==> src/rtl/regfile_sb.sv <==
// Register file with write-through bypass, hard-wired zero register and a per-register busy scoreboard.
// Define REGFILE_SB_STALL_CNT_EN to add the saturating 32-bit stall counter output stall_cnt_o.
module regfile_sb #(
    parameter  int DW   = 32,
    parameter  int NREG = 32,
    parameter  int NRD  = 2,
    localparam int AW   = $clog2(NREG)
) (
    input  logic              clk,
    input  logic              rst,
    input  logic [NRD*AW-1:0] rd_addr_i,
    output logic [NRD*DW-1:0] rd_data_o,
    output logic [NRD-1:0]    rd_busy_o,
    input  logic              wr_en_i,
    input  logic [AW-1:0]     wr_addr_i,
    input  logic [DW-1:0]     wr_data_i,
    input  logic              iss_en_i,
    input  logic [AW-1:0]     iss_addr_i,
    output logic              iss_ready_o,
    input  logic              flush_i,
`ifdef REGFILE_SB_STALL_CNT_EN
    output logic [31:0]       stall_cnt_o,
`endif
    output logic [NREG-1:0]   busy_vec_o
);

    logic [DW-1:0]   r_regs [NREG];
    logic [NREG-1:0] r_busy;
    logic            w_issAcc;

    always_ff @(posedge clk or negedge rst) begin
        if (!rst) begin
            for (int r = 0; r < NREG; r++) begin
                r_regs[r] <= '0;
            end
        end else if (wr_en_i && (wr_addr_i != '0)) begin
            r_regs[wr_addr_i] <= wr_data_i;
        end
    end

    // Same-cycle writeback to the issued register releases the old owner, so the new issue may proceed.
    always_comb begin
        iss_ready_o = 1'b0;
        if (rst) begin
            iss_ready_o = (iss_addr_i == '0) || !r_busy[iss_addr_i] ||
                          (wr_en_i && (wr_addr_i == iss_addr_i));
        end
    end

    assign w_issAcc = iss_en_i && iss_ready_o && !flush_i;

    always_ff @(posedge clk or negedge rst) begin
        if (!rst) begin
            r_busy <= '0;
        end else begin
            r_busy[0] <= 1'b0;
            for (int r = 1; r < NREG; r++) begin
                if (flush_i) begin
                    r_busy[r] <= 1'b0;
                end else if (w_issAcc && (iss_addr_i == AW'(r))) begin
                    r_busy[r] <= 1'b1;
                end else if (wr_en_i && (wr_addr_i == AW'(r))) begin
                    r_busy[r] <= 1'b0;
                end
            end
        end
    end

    always_comb begin
        logic [AW-1:0] w_ra;
        rd_data_o = '0;
        rd_busy_o = '0;
        w_ra      = '0;
        for (int k = 0; k < NRD; k++) begin
            w_ra = rd_addr_i[k*AW +: AW];
            if (rst && (w_ra != '0)) begin
                if (wr_en_i && (wr_addr_i == w_ra)) begin
                    rd_data_o[k*DW +: DW] = wr_data_i;
                end else begin
                    rd_data_o[k*DW +: DW] = r_regs[w_ra];
                    rd_busy_o[k]          = r_busy[w_ra];
                end
            end
        end
    end

    assign busy_vec_o = rst ? r_busy : '0;

`ifdef REGFILE_SB_STALL_CNT_EN
    logic [31:0] r_stallCnt;
    logic        w_stall;

    assign w_stall = (|rd_busy_o) || (iss_en_i && !iss_ready_o);

    always_ff @(posedge clk or negedge rst) begin
        if (!rst) begin
            r_stallCnt <= '0;
        end else if (w_stall && (r_stallCnt != 32'hFFFF_FFFF)) begin
            r_stallCnt <= r_stallCnt + 32'd1;
        end
    end

    assign stall_cnt_o = r_stallCnt;
`endif

endmodule

==> config.mk <==
export PLATFORM = sky130hd
export DESIGN_NAME = regfile_sb
export DESIGN_NICKNAME = d
export VERILOG_FILES = /design/src/rtl/regfile_sb.sv
export SDC_FILE = /design/constraint.sdc
export NUM_CORES = 2
export LEC_CHECK = 0
export ABC_AREA = 0
export BUFFER_PORTS_ARGS = -buffer_cell sky130_fd_sc_hd__buf_2
export CAP_MARGIN = 10
export CORE_ASPECT_RATIO = 0.9
export CORE_UTILIZATION = 56
export CTS_CLUSTER_SIZE = 25
export DETAILED_ROUTE_END_ITERATION = 6
export PLACE_DENSITY = 0.76
export SLEW_MARGIN = 20
export SYNTH_ARGS = -nofsm -noshare
export SYNTH_HDL_FRONTEND = slang
export SYNTH_SLANG_ARGS = --single-unit
export TNS_END_PERCENT = 10
==> constraint.sdc <==
create_clock -name clk -period 2.05 [get_ports clk]
set_clock_uncertainty 0.2 [all_clocks]
set_input_delay 0.1025 -clock clk [delete_from_list [all_inputs] [get_ports clk]]
set_output_delay 0.1025 -clock clk [all_outputs]
set_load 0.02 [all_outputs]
# ---- After elaboration in Yosys (flattened, before gate mapping)
# Cells that the tools add are included.
dict set report word_totals {
  input_bits 57
  output_inout_bits 99
  wordCells 366
  ff_bits 1055
}
dict set report op_classes {
  magnitude_cmp 7
  reduce_logical 110
  muxes 118
  bitwise_logic 3
  eq_ne 65
}
# op n
set ops {}
lappend ops {{$bwmux W1024} 1}
lappend ops {{$bmux W32 S5} 2}
lappend ops {{$mux W32} 10}
lappend ops {{$demux W32 S5} 1}
lappend ops {{$eq A5 B5 Y1 const B} 32}
lappend ops {{$mux W1} 101}
lappend ops {{$reduce_bool A3 Y1} 31}
lappend ops {{$eq A5 B4 Y1 const B} 16}
lappend ops {{$logic_and A1 B1 Y1} 71}
lappend ops {{$eq A5 B3 Y1 const B} 8}
lappend ops {{$eq A5 B2 Y1 const B} 4}
lappend ops {{$ge A6 B6 Y1 const B} 3}
lappend ops {{$lt A5 B6 Y1 const B} 3}
lappend ops {{$not A5 Y6} 3}
lappend ops {{$bmux W1 S5} 3}
lappend ops {{$eq A5 B5 Y1} 3}
lappend ops {{$reduce_bool A5 Y1} 3}
lappend ops {{$eq A5 B1 Y1 const B} 2}
lappend ops {{$lt A6 B1 Y1 const B} 1}
lappend ops {{$logic_not A5 Y1} 1}
lappend ops {{$logic_not A1 Y1} 2}
lappend ops {{$logic_or A1 B1 Y1} 2}

# ---- Logic depth before layout (Yosys ltp)
dict set report logic_depth {
  word_depth 11
  mapped_depth 10
}

# ---- Least setup slack after synthesis
# OpenSTA, ideal clock, no wires.
dict set report synth_path {
  path_kind {input-to-output}
  from {input port rd_addr_i[1]}
  to {output port rd_data_o[0]}
  path_buffers 3
  path_stages 7
  slack_ns -0.224
  arrival_time_ns 1.971
  required_ns 1.747
  path_cell_list {buf_2 -> buf_4 -> clkbuf_1 -> mux4_2 -> mux4_2 -> nand2b_1 -> a32o_1}
}
dict set report synth_between {
  elab_chain_cells 6
}
# element line
set synth_rtl {}
lappend synth_rtl {{from (decl)} 11} ;# input logic [NRD*AW-1:0] rd_addr_i,
lappend synth_rtl {{$not A5 Y6 (implied by the code)} 80} ;# rd_data_o[k*DW +: DW] = r_regs[w_ra];
lappend synth_rtl {{$bmux W32 S5} 80}
lappend synth_rtl {{$mux W32 (implied by the code) (2 in a row)} 80}
lappend synth_rtl {{$mux W32} 77} ;# if (wr_en_i && (wr_addr_i == w_ra)) begin
lappend synth_rtl {{$mux W32 *} 76} ;# if (rst && (w_ra != '0)) begin
lappend synth_rtl {{to (decl)} 12} ;# output logic [NRD*DW-1:0] rd_data_o,
# Every way passes the cells marked *; elsewhere a longest branch is shown, timed or not. The select of a mux whose other input is x is not followed.

# ---- Worst setup path after layout
dict set report layout_path {
  from {register r_regs[141] (netlist name)}
  to {output port rd_data_o[13]}
}
dict set report layout_between {
  elab_chain_cells 5
}
# element line
set layout_rtl {}
lappend layout_rtl {{from (decl)} 27} ;# logic [DW-1:0] r_regs [NREG];
lappend layout_rtl {{from (signal, indexed assignment)} 37} ;# r_regs[wr_addr_i] <= wr_data_i;
lappend layout_rtl {{$bmux W32 S5} 80}
lappend layout_rtl {{$mux W32 (implied by the code) (2 in a row)} 80}
lappend layout_rtl {{$mux W32} 77}
lappend layout_rtl {{$mux W32} 76}
# Every way passes these cells. The select of a mux whose other input is x is not followed.

==> flow_summary.ini <==
[run_status]
status = finished with violations
violations = setup timing

[critical_path]
critPathLaunchType = flop
path_cells = mux4_2 > mux4_2 > nand2b_4 > a32o_2 > buf_6
path_class = reg2out
crit_top_cell = mux4_2
startpoint = r_regs[141]
worstPathMaxFanout = 2
slowest_delay_ns = 0.50
crit_path_end_kind = output pin
cp.arrival_ns = 2.76
crit_slowest_cell = mux4_2
required_ns = 1.75
r2r_start = r_busy[19]

[global_routing]
grt.total_usage = 0.358
grt_overflow = 0
antenna_found_initial = 5
grt_pass1_wl_mm = 274
grt_max_degree = 147
grt_pass1_vias = 41500

[sta]
max_slew.worst_pin.slew_ns = 1.07
finalCritPeriodShare = 1.50
rsz0062_at_grt = yes
max_clock_freq_mhz = 326
setup_viol = 97
min_period_ns = 3.07
finalHoldViolations = 0
hold_slack_ns = 0.0251
slew_violations = 0
setup_ws_ns = -1.02
relSlewSlack = 0.282
setup_tns_ns = -59.18

[layout]
num-nets-final = 4390
fill_cells = 6382
regArea_um2 = 26400
drive_gt1_frac = 0.610
multiInputGateArea_um2 = 29900
area_growth_pct = 22.9
fin_util = 0.698

[route]
antenna_left = 0
routed_via_density = 6.99
drt_iter0_drc = 5128
wl_per_cell_um = 31.9
dr_total_vias = 40300
totalWireLength_mm = 184
drc = 0
dr.pass1.iters = 6

[yosys]
netlist_area_um2 = 57100
synthCells = 3822
syn_area_per_cell_um2 = 14.9
synth_top_area_cell = dfrtp_1
yosysMostFrequentCell = dfrtp_1
async_flop_share = 1.00
synth_ff_type = dfrtp_1
synth_top_area_frac = 0.463
ys_seq_area_frac = 0.463
yosysWarnings = 0
synth_commonest_cells = dfrtp_1 (1055), mux2_2 (929), mux4_2 (578)
ys_types = 59
synth_fp_nets = 3879
synth-edff-count = 0
ys_seq_elements = 1055
yosys-top-cells-area = dfrtp_1 (46%), mux4_2 (23%), mux2_2 (18%)

[cts]
clockBufferDepth = 3
clock_latency_ns = 0.68
path_clk_slew_ns = 0.06
cts_max_level = 3
root_buffer = clkbuf_16
cts_num_sinks = 1055
cts-buffers-inserted = 110
cts_tree = built

[placement]
pre_cts_ws_ns = -0.640
io_buffers = 154
gp_congestion = 0.925
dpl.hpwl_mm = 115

[floorplanning]
die_w_um = 339
start_util = 0.568
ios = 156
core_area_um2 = 100000
die-area_um2 = 103000
rows = 110
die_y_um = 305

[hold_path]
hp-class = in2async

[power_and_ir_drop]
p_total_mw = 64.0
ir_drop_v = 0.000773
power_density_nw_per_um2 = 912
leakagePower_nw = 30.8

[flow_run]
timing.max_cap.violations = 0
==> cell usage in the layout, fill, tap and decap left out, drive strengths merged, types with 5 or more instances in the layout <==
| master | count |
|---|---|
| dfrtp | 1055 |
| mux2 | 1021 |
| buf | 793 |
| mux4 | 581 |
| nor2 | 210 |
| clkbuf | 162 |
| nand2 | 88 |
| o22ai | 83 |
| o31ai | 51 |
| dlygate4sd3 | 45 |
| and2 | 32 |
| nand2b | 30 |
| a22oi | 25 |
| clkinv | 21 |
| a32o | 20 |
| nand3b | 17 |
| nor2b | 17 |
| o21ai | 16 |
| nand3 | 14 |
| or3b | 13 |
| a21oi | 13 |
| o221ai | 12 |
| bufinv | 12 |
| xnor2 | 11 |
| mux2i | 8 |
| o32ai | 7 |
| clkinvlp | 6 |
| nor3b | 6 |
| inv | 6 |
| o41ai | 5 |
| a221oi | 5 |
==> worst paths after layout <==
kind / slack [ns] / endpoint / cells after the start
max in group asynchronous: 0.21 / r_regs[211] / 6
min in group clk: 0.06 / r_regs[903] / 6
min: 0.03 / r_regs[564] / 4
max reg2reg: -0.30 / r_busy[19] / 7
max: -1.02 / rd_data_o[13] / 5
min reg2reg: 0.20 / r_regs[1022] / 0
==> report_power, final <==
| group | internal, mW | switching (mW) | leakage (nW) |
|---|---|---|---|
| registers | 24.7 | 2.85 | 13.6 |
| clock network | 12.7 | 8.81 | 1.92 |
| logic | 9.17 | 5.76 | 15.3 |
==> flip-flops by register name (all words and copies together), names as in the netlist <==
| signal | cells |
|---|---|
| r_regs | 1024 |
| r_busy | 31 |
==> critical path, delay by kind of cell, from the launching register on <==
kind / cells / cell delay (ns)
multiplexers: 2 / 1.00
flip-flops: 1 / 0.41
AO/OA/AOI/OAI: 1 / 0.33
AND/OR/NAND/NOR: 1 / 0.16
buffers and inverters: 1 / 0.15
==> through the flow <==
step / std cells / cell area [um^2]
after floorplan: 3822 / 57300
after global placement: 5504 / 64700
after detailed placement: 5504 / 64700
after CTS: 5764 / 69700
after global routing: 5768 / 70200
final: 5770 / 70200
==> logic make-up (layout without fill, tap and decap cells) <==
logic type / Yosys count / count (layout) / synth area share
muxes: 1610 / 1610 / 0.432
DFF: 1055 / 1055 / 0.463
and+or+nand+nor: 446 / 446 / 0.0369
buffers and inverters: 445 / 1046 / 0.0343
AOI/OAI and AO/OA: 250 / 250 / 0.0316
xor gates and xnor gates: 15 / 15 / 0.00230
other: 1 / 4 / 0.0000657
==> metal layers <==
layer  GRT usage  part of all wire
met1       0.512              0.39
met2       0.516              0.45
met3       0.105              0.12
met4       0.150             0.046
met5           0           0.00023
==> final cells by class <==
type,count,share of cell area
well taps,1344,0.0240
clock buffers,160,0.0472
flip-flops and latches,1055,0.376
clock inverters,42,0.00859
inverters,3,0.000196
repair buffers,841,0.118
diodes,3,0.000107
multi-input cells,2322,0.425
==> what timing repair did <==
item,CTS,global route
cloned,0,0
hold buffers,44,3
resized for setup,156,82
endpoints found under the hold margin,2054,38
buffers inserted,15,1
setup endpoints to repair,98,129
pin swaps,31,31
(Power assumes the default switching activity.)
